===== src/rtl/seq_logic_unit_pkg.sv =====
// rtl/seq_logic_unit_pkg.sv - op encodings and FSM state type for seq_logic_unit
package seq_logic_unit_pkg;

    localparam logic [2:0] OP_AND  = 3'b000;
    localparam logic [2:0] OP_OR   = 3'b001;
    localparam logic [2:0] OP_XOR  = 3'b010;
    localparam logic [2:0] OP_NOR  = 3'b011;
    localparam logic [2:0] OP_XNOR = 3'b100;
    localparam logic [2:0] OP_ANDN = 3'b101;

    typedef enum logic [1:0] {
        IDLE = 2'd0,
        RUN  = 2'd1,
        DONE = 2'd2
    } state_t;

endpackage


===== src/rtl/seq_logic_unit_logic_chunk.sv =====
// rtl/seq_logic_unit_logic_chunk.sv - combinational bitwise op and popcount on one chunk
module logic_chunk
    import seq_logic_unit_pkg::*;
#(
    parameter int CHUNK = 8
) (
    input  logic [CHUNK-1:0]             a,
    input  logic [CHUNK-1:0]             b,
    input  logic [2:0]                   op,
    output logic [CHUNK-1:0]             res,
    output logic [$clog2(CHUNK+1)-1:0]   pop
);

    localparam int PW = $clog2(CHUNK + 1);

    always_comb begin
        case (op)
            OP_AND:  res = a & b;
            OP_OR:   res = a | b;
            OP_XOR:  res = a ^ b;
            OP_NOR:  res = ~(a | b);
            OP_XNOR: res = ~(a ^ b);
            OP_ANDN: res = a & ~b;
            // illegal codes yield zero so the whole result and count stay zero
            default: res = '0;
        endcase
        pop = '0;
        for (int i = 0; i < CHUNK; i++) begin
            pop = pop + PW'(res[i]);
        end
    end

endmodule


===== src/rtl/seq_logic_unit.sv =====
// rtl/seq_logic_unit.sv - chunk-serial bitwise logic unit with result popcount
module seq_logic_unit
    import seq_logic_unit_pkg::*;
#(
    parameter int WIDTH = 32,
    parameter int CHUNK = 8
) (
    input  logic             clock,
    input  logic             reset,
    input  logic [WIDTH-1:0] a,
    input  logic [WIDTH-1:0] b,
    input  logic [2:0]       op,
    input  logic             start,
    output logic             busy,
    output logic             done,
    output logic [WIDTH-1:0] res_low,
    output logic [WIDTH-1:0] res_high
);

    localparam int NCHUNK = WIDTH / CHUNK;
    localparam int IDX_W  = (NCHUNK > 1) ? $clog2(NCHUNK) : 1;
    localparam int CNT_W  = $clog2(WIDTH + 1);
    localparam int PW     = $clog2(CHUNK + 1);

    state_t            state, state_next;
    logic [IDX_W-1:0]  idx;
    logic [WIDTH-1:0]  a_q, b_q, acc_low, low_next;
    logic [2:0]        op_q;
    logic [CNT_W-1:0]  acc_cnt, cnt_next;
    logic [31:0]       shamt;
    logic [CHUNK-1:0]  a_sl, b_sl, chunk_res;
    logic [PW-1:0]     chunk_pop;
    logic              launch, last;

    assign launch = start && (state == IDLE || state == DONE);
    assign last   = (idx == IDX_W'(NCHUNK - 1));
    assign shamt  = 32'(idx) * 32'(CHUNK);
    assign a_sl   = CHUNK'(a_q >> shamt);
    assign b_sl   = CHUNK'(b_q >> shamt);

    logic_chunk #(.CHUNK(CHUNK)) u_chunk (
        .a   (a_sl),
        .b   (b_sl),
        .op  (op_q),
        .res (chunk_res),
        .pop (chunk_pop)
    );

    // accumulator starts cleared, so OR-ing each chunk into place is enough
    assign low_next = acc_low | (WIDTH'(chunk_res) << shamt);
    assign cnt_next = acc_cnt + CNT_W'(chunk_pop);

    always_ff @(posedge clock) begin
        if (reset) state <= IDLE;
        else       state <= state_next;
    end

    always_comb begin
        state_next = state;
        case (state)
            IDLE:    if (start) state_next = RUN;
            RUN:     if (last)  state_next = DONE;
            DONE:    state_next = start ? RUN : IDLE;
            default: state_next = IDLE;
        endcase
    end

    always_comb begin
        busy = (state == RUN);
        done = (state == DONE);
    end

    always_ff @(posedge clock) begin
        if (reset) begin
            a_q      <= '0;
            b_q      <= '0;
            op_q     <= '0;
            idx      <= '0;
            acc_low  <= '0;
            acc_cnt  <= '0;
            res_low  <= '0;
            res_high <= '0;
        end else if (launch) begin
            a_q     <= a;
            b_q     <= b;
            op_q    <= op;
            idx     <= '0;
            acc_low <= '0;
            acc_cnt <= '0;
        end else if (state == RUN) begin
            acc_low <= low_next;
            acc_cnt <= cnt_next;
            idx     <= idx + IDX_W'(1);
            if (last) begin
                res_low  <= low_next;
                res_high <= WIDTH'(cnt_next);
            end
        end
    end

endmodule


===== config.mk =====
export PLATFORM = sky130hd
export DESIGN_NAME = seq_logic_unit
export DESIGN_NICKNAME = d
export VERILOG_FILES = /design/src/rtl/seq_logic_unit_pkg.sv /design/src/rtl/seq_logic_unit_logic_chunk.sv /design/src/rtl/seq_logic_unit.sv
export SDC_FILE = /design/constraint.sdc
export NUM_CORES = 1
export LEC_CHECK = 0
export ABC_CLOCK_PERIOD_IN_PS = 5940
export BUFFER_PORTS_ARGS = -buffer_cell sky130_fd_sc_hd__buf_2
export CAP_MARGIN = 40
export CORE_ASPECT_RATIO = 0.9
export CORE_MARGIN = 4
export CORE_UTILIZATION = 50
export DETAILED_ROUTE_END_ITERATION = 16
export PLACE_DENSITY = 0.81
export SETUP_SLACK_MARGIN = 0.2
export SLEW_MARGIN = 20
export SYNTH_ARGS = -nofsm -noshare
export SYNTH_HDL_FRONTEND = slang
export SYNTH_SLANG_ARGS = --single-unit

===== constraint.sdc =====
create_clock -name clock -period 5.94 [get_ports clock]
set_input_delay 0.891 -clock clock [delete_from_list [all_inputs] [get_ports clock]]
set_output_delay 0.891 -clock clock [all_outputs]
set_load 0.02 [all_outputs]

==> key figures, run 1 <==
Routing
  – Initial DRC count: 510
  – DRC errors left: 0
  – ANT nets after route: 0
  – DR pass1 iterations: 5
  – Via count: 5690
  – Routed vias/inst: 5.34
  – Routed wire length: 16.5 mm
  – Wire per inst: 15.5 um

Worst setup path
  – Max stage delay on crit path: 550 ps
  – Worst Setup End Kind: flop
  – Number of buffer and inverter stages on the critical path: 2
  – Reg-to-reg critical path endpoint: res_high[5]
  – CP Cell Sequence: mux4_2, inv_1, ha_1, nor4bb_1, a211oi_2, o21ai_2, ha_1, fa_1, inv_1, fa_1, fa_2, fa_1, xnor2_1, ha_1, and3_1, a221o_1, xnor2_1, a211oi_1
  – Critical Path Slowest Stage Cell: mux4_2
  – Critical path class: reg -> reg
  – R2r startpoint: idx[0]
  – Max Fanout on Critical Path: 8
  – Worst EP arrival: 5800 ps
  – Top Family by Delay on Critical Path: adder cells
  – CP required: 6280 ps
  – Worst R2R Path Depth: 18
  – R2R setup slack: 480 ps
  – Setup crit start kind: flop

Power
  – Static Leakage: 3.24 nW
  – Peak supply drop: 0.000229 V
  – PwrDens: 310 nW/um2

Floorplan
  – Initial Util: 51.6%
  – Die width: 130 um
  – Die Span Y: 117 um
  – Core area: 12900 um2
  – Row Count: 39
  – DIE AREA: 15200 um2
  – Io pins: 136

Layout
  – NumNets Final: 980
  – Final core utilization: 61.5%
  – Layout area overhead: 19.1%
  – Final Instance Area: 7920 um2
  – Ant. Diodes: 0
  – Share of layout cells above drive strength 1: 22.5%

Global route
  – Global-route wire length before repair: 27.3 mm
  – All-Layer GR Usage: 22.3%
  – Remaining Overflow, GRT: 0
  – Vias in the first global route: 5497
  – Initial antenna violation count: 0
  – Largest net degree at the start of global routing: 68

Synthesis
  – Mux cell area share after synthesis: 5.42%
  – Fraction of registers with async set/reset: 0%
  – Post-synth EDFFs: 0
  – Seq/Total Area, Yosys: 44.2%
  – Yosys reg bits: 147
  – Synth Area in XOR/XNOR: 3.03%
  – Unique masters post-synth: 34
  – Share of the synthesized area in the top cell type: 44.2%
  – Synthesized cell area: 6650 um2
  – Cells after Synth: 793
  – Cell accounting for the most synthesized area: dfxtp_1
  – Main combinational cell family by area after synthesis: simple AND/OR/NAND/NOR gates
  – Synth Flop Type: dfxtp_1
  – YS warnings: 0
  – Adder-cell share of the synthesized area: 4.51%
  – Syn Area/Cell: 8.39 um2
  – Synth cell count leaders: nand2_1, dfxtp_1, a21oi_1
  – Simple-gate portion of the synthesized area: 19.9%
  – Compound-Gate Fraction of Synth Area: 15.0%
  – Most common cell in the netlist: nand2_1
  – Synth top area cells: dfxtp_1, a21oi_1, nand2_1, mux4_2, nor2_1

CTS
  – Sink Count: 147
  – CTS tree: yes
  – Worst-Skew Late Latency: 420 ps
  – CTS max path bufs: 2
  – Total CTS buffers: 17
  – CTS root buf: clkbuf_16
  – CTS H-tree lvls: 4
  – Clk slew on worst S/H paths: 60 ps

STA
  – Clock Skew: 7.23 ps
  – Final setup vio count: 0
  – Unrepaired setup endpoints after global routing: false
  – Period utilisation layout: 91.9%
  – Slew Viols, Final: 0
  – Fin. Hold Viols: 0
  – Fmax: 183 MHz
  – Worst-margin pin slew: 750 ps
  – Worst slew margin: 50.0%
  – Minimum clock period: 5460 ps

Placement
  – I/O Buffers: 109
  – Post-DP HPWL: 11.8 mm
  – DP Area: 7250 um2
  – GP Congestion: 0.838

Worst hold path
  – Hold endpoint: a_q[29]
  – Worst hold path type: reg -> reg
  – Hold Crit Start: a_q[29]
  – Worst Hold Path Cells: 2

Flow run
  – MaxCap Viol Count: 0

Outcome
  – Outcome: finished clean
-- report_power, final --
group	internal, mW	leakage [nW]	switching, mW
Combinational	0.127	1.74	0.192
Sequential	1.02	1.20	0.0259
Clock	0.681	0.296	0.413
-- kinds of logic (layout without fill, tap and decap cells) --
kind of cell	Yosys count	in the layout
and+or+nand+nor	302	302
AOI/OAI and AO/OA	177	177
DFF	147	147
buffers and inverters	106	189
xor gates and xnor gates	23	23
adders and majority gates	21	21
muxes	16	16
other	1	26
-- per-layer routing --
metal	track usage (%)	wire length, um	vias up	part of all wire [%]
met2	34.2	7850	189	48
met1	30.1	7090	2640	43
met4	8.31	405	0	2.5
met3	6.14	1160	32	7.0
li1	-	-	2829	-
met5	0	0	-	0
-- sequential cells by signal, summed over array words and instances (netlist names) --
signal	count
b_q	32
state	2
acc_low	32
op_q	3
res_high	6
idx	2
acc_cnt	6
a_q	32
res_low	32
-- worst reg2reg max path: stages, from the launching register on --
cell,delay [ps]
dfxtp_4,420
mux4_2,550
inv_1,80
ha_1,230
nor4bb_1,140
a211oi_2,250
o21ai_2,130
ha_1,340
fa_1,540
inv_1,50
fa_1,510
fa_2,410
fa_1,380
xnor2_1,150
ha_1,340
and3_1,180
a221o_1,340
xnor2_1,130
a211oi_1,210
-- how the worst max path moves through the flow --
stage / cells past startpoint / start / end / slack [ps]
after global placement: 19 / idx[0] / res_high[4] / 70
after detailed placement: 18 / idx[0] / res_high[5] / -30
final: 18 / idx[0] / res_high[5] / 480
after floorplan: 19 / idx[0] / res_high[5] / 310
after global routing: 19 / idx[0] / acc_cnt[5] / 190
after CTS: 19 / idx[0] / res_high[4] / 230
-- timing repair --
action	CTS	global route
setup endpoints to repair	6	6
hold buffers	0	0
buffers inserted	0	4
resized for setup	4	6
pin swaps	0	3
-- placed cells by master (no fill, tap or decap), types with 4 or more instances in the layout --
master	n
ha_1	16
mux4_2	16
a21oi_1	142
o21ai_2	4
xor2_1	9
nand2_1	158
fa_1	4
inv_1	26
nor4b_1	7
dfxtp_1	145
buf_2	109
conb_1	26
xnor2_1	14
buf_4	21
nor2_1	75
clkbuf_16	17
a211oi_1	7
nand3b_1	9
o21ai_1	6
nor4bb_1	8
nor3_1	33
o211ai_2	8
a211oi_2	4
-- layout make-up --
type / count / area, um2
Tap cell: 164 / 205
Timing Repair Buffer: 131 / 731
Clock inverter: 12 / 155
Fill cell: 1108 / 4960
Inverter: 27 / 101
Sequential cell: 147 / 2950
Clock buffer: 19 / 453
Multi-Input combinational cell: 565 / 3330
-- stage by stage --
step	power [mW]	hold slack (ps)	instances	setup TNS [ps]	setup slack (ps)
4_1_cts	2.46	455	1061	0	228
2_1_floorplan	1.30	433	818	0	312
6_report	2.46	454	1065	0	480
3_3_place_gp	1.36	441	1028	0	74.1
3_5_place_dp	1.37	447	1030	-34.9	-33.5
5_1_grt	2.56	469	1065	0	186
No activity file was read; power rests on OpenSTA's default activity.
==> inputs of run 2 (changes only) <==
--- a/config.mk
+++ b/config.mk
@@ -5,14 +5,14 @@
 export SDC_FILE = /design/constraint.sdc
 export NUM_CORES = 1
 export LEC_CHECK = 0
-export ABC_CLOCK_PERIOD_IN_PS = 5940
+export ABC_CLOCK_PERIOD_IN_PS = 6100
 export BUFFER_PORTS_ARGS = -buffer_cell sky130_fd_sc_hd__buf_2
 export CAP_MARGIN = 40
 export CORE_ASPECT_RATIO = 0.9
 export CORE_MARGIN = 4
-export CORE_UTILIZATION = 50
+export CORE_UTILIZATION = 55
 export DETAILED_ROUTE_END_ITERATION = 16
-export PLACE_DENSITY = 0.81
+export PLACE_DENSITY = 0.84
 export SETUP_SLACK_MARGIN = 0.2
 export SLEW_MARGIN = 20
 export SYNTH_ARGS = -nofsm -noshare
==> constraint.sdc (replaced) <==
create_clock -name clock -period 6.1 [get_ports clock]
set_input_delay 0.915 -clock clock [delete_from_list [all_inputs] [get_ports clock]]
set_output_delay 0.915 -clock clock [all_outputs]
set_load 0.02 [all_outputs]
==> run 2 against run 1 <==
Compared with the run above: combinational power shrank 2%; total power shrank 1.1%; first-iteration DRC count shrank 12%; cell count shrank 1.3%; clock power is essentially flat; critical path depth grew 1; via count grew 3.1%; global-route usage grew 2.5 points; utilization grew 6.4 points; non-clock buffer count shrank 6; clock skew shrank 0.70 ps; critical path type unchanged; critical endpoint is now res_high[4].
==> key figures, run 2 (same netlist as run 1, synthesis figures left out) <==
Worst setup path
  – Critical Path Slowest Stage Cell: fa_1
  – Worst Setup End Kind: flop
  – Setup crit start kind: flop
  – Top Family by Delay on Critical Path: adder cells
  – Max stage delay on crit path: 550 ps
  – Worst EP arrival: 5960 ps
  – Worst path most repeated cell: fa_1
  – Number of buffer and inverter stages on the critical path: 3
  – Crit path to: res_high[4]
  – CP required: 6450 ps
  – CP startpoint: idx[0]
  – Worst R2R Path Depth: 19
  – CP Cell Sequence: mux4_2, inv_1, ha_1, nor4bb_1, a211oi_2, o21ai_2, ha_1, fa_1, inv_1, fa_1, fa_1, fa_1, inv_1, fa_1, a21o_1, a21oi_1, xnor2_1, nand2_1, a21oi_1
  – R2R setup slack: 490 ps
  – Reg-to-reg critical path endpoint: res_high[4]
  – CP Depth: 19
  – R2r startpoint: idx[0]
  – Max Fanout on Critical Path: 6
  – Critical path class: reg -> reg

STA
  – Clock Skew: 6.53 ps
  – Slew Viols, Final: 0
  – Final setup TNS: 0 ps
  – Minimum clock period: 5610 ps
  – Fmax: 178 MHz
  – Worst slew margin: 47.2%
  – Worst-margin pin slew: 792 ps
  – Min setup slack post-route: 492 ps
  – Fin. Hold Viols: 0
  – Unrepaired setup endpoints after global routing: false
  – Period utilisation layout: 91.9%
  – Final setup vio count: 0

CTS
  – Hold buffer count at cts: 0
  – Clk slew on worst S/H paths: 60 ps
  – CTS root buf: clkbuf_16
  – Sink Count: 147
  – CTS tree: yes
  – Total CTS buffers: 17
  – CTS max path bufs: 2
  – CTS H-tree lvls: 4
  – Worst-Skew Late Latency: 420 ps

Routing
  – Wire per inst: 16.1 um
  – ANT nets after route: 0
  – Routed vias/inst: 5.58
  – Routed wire length: 16.9 mm
  – DRC errors left: 0
  – DR pass1 iterations: 5
  – Via count: 5864
  – Initial DRC count: 449

Global route
  – All-Layer GR Usage: 24.8%
  – Global-route wire length before repair: 27.4 mm
  – Remaining Overflow, GRT: 0
  – Vias in the first global route: 5683
  – Largest net degree at the start of global routing: 69
  – Initial antenna violation count: 0

Power
  – Comb pwr share: 12.9%
  – Switch Pwr: 0.625 mW
  – Static Leakage: 3.22 nW
  – Switching power share of the total: 25.7%
  – Clock network power share: 45.3%
  – Sequential power share: 41.8%
  – PwrDens: 308 nW/um2
  – Peak supply drop: 0.000242 V
  – Total Power: 2.43 mW
  – Internal Power: 1.80 mW

Layout
  – Multi-input gate area: 3330 um2
  – NumNets Final: 974
  – Non-filler cells, final: 1051
  – Final core utilization: 67.9%
  – Commonest non-fill, non-tap cell in the layout: nand2_1
  – Fillers: 892
  – Layout area overhead: 18.6%
  – Share of layout cells above drive strength 1: 22.0%
  – Sequential cell area: 2950 um2
  – Commonest non-fill, non-tap cells in the layout: nand2_1, dfxtp_1, a21oi_1, buf_2, nor2_1
  – Ant. Diodes: 0

Floorplan
  – Die width: 124 um
  – Core area: 11600 um2
  – Io pins: 136
  – Initial Util: 57.3%
  – Row Count: 37
  – Die Span Y: 112 um
  – DIE AREA: 13900 um2

Placement
  – I/O Buffers: 109
  – GP Congestion: 0.840
  – Pre-CTS setup slack: 219 ps
  – Post-DP HPWL: 11.8 mm
  – Placed cell count: 1018

Worst hold path
  – Worst Hold Path Cells: 2
  – Worst hold path type: reg -> reg

Flow run
  – MaxCap Viol Count: 0

Outcome
  – Outcome: finished clean
-- run 2: cell types whose count changed in the layout (fill, tap and decap cells not counted), sizes merged --
cell / previous run / this run
bufinv: 3 / 4
clkinv: 5 / 7
inv: 29 / 28
clkbuf: 19 / 18
clkinvlp: 2 / 1
buf: 131 / 125
-- run 2: layout make-up --
| class | count | share of cell area (%) |
|---|---|---|
| multi-input combinational | 565 | 42.3 |
| sequential | 147 | 37.4 |
| timing repair buffer | 125 | 8.74 |
| clock buffer | 18 | 5.57 |
| tap | 156 | 2.47 |
| clock inverter | 13 | 2.32 |
| inverter | 27 | 1.28 |
-- run 2: power groups by stage --
stage | Combinational (mW) | Clock [mW] | Sequential (mW)
floorplan | 0.237 | 0 | 1.02
global placement | 0.287 | 0 | 1.04
detailed placement | 0.300 | 0 | 1.04
CTS | 0.306 | 1.10 | 1.02
global route | 0.351 | 1.14 | 1.02
finish | 0.314 | 1.10 | 1.02
-- run 2: timing repair --
| item | in CTS | in global routing |
|---|---|---|
| setup buffers | 0 | 2 |
| gates resized for setup | 3 | 7 |
| pin swaps | 0 | 2 |
| endpoints found under the hold margin | 0 | 0 |
| setup endpoints to repair | 3 | 6 |
-- run 2: layer usage --
| layer | vias to the layer above | share of wire [%] | track usage (%) |
|---|---|---|---|
| li1 | 2804 | - | - |
| met1 | 2761 | 42 | 33.0 |
| met2 | 268 | 48 | 39.9 |
| met3 | 31 | 8.0 | 5.84 |
| met4 | 0 | 1.8 | 8.03 |
| met5 | - | 0 | 0 |
-- run 2: worst reg2reg max path, delay by kind of cell, from the launching register on --
kind	cells	cell delay (ps)
compound gates	5	990
xor+xnor	1	150
fa+ha+maj	7	3040
buf+inv	3	210
flops	1	400
mux	1	540
simple gates	2	220
-- run 2: worst min path at each step --
stage,endpoint,start
6_report,b_q[30],b_q[30]
5_1_grt,a_q[22],a_q[22]
4_1_cts,a_q[19],a_q[19]
3_5_place_dp,a_q[19],a_q[19]
3_3_place_gp,a_q[30],a_q[30]
2_1_floorplan,a_q[16],a_q[16]
-- run 2: through the flow --
stage | hold slack (ps) | area [um2]
3_3_place_gp | 441 | 7180
3_5_place_dp | 444 | 7210
4_1_cts | 452 | 7850
5_1_grt | 473 | 7890
6_report | 453 | 7890
2_1_floorplan | 433 | 6750
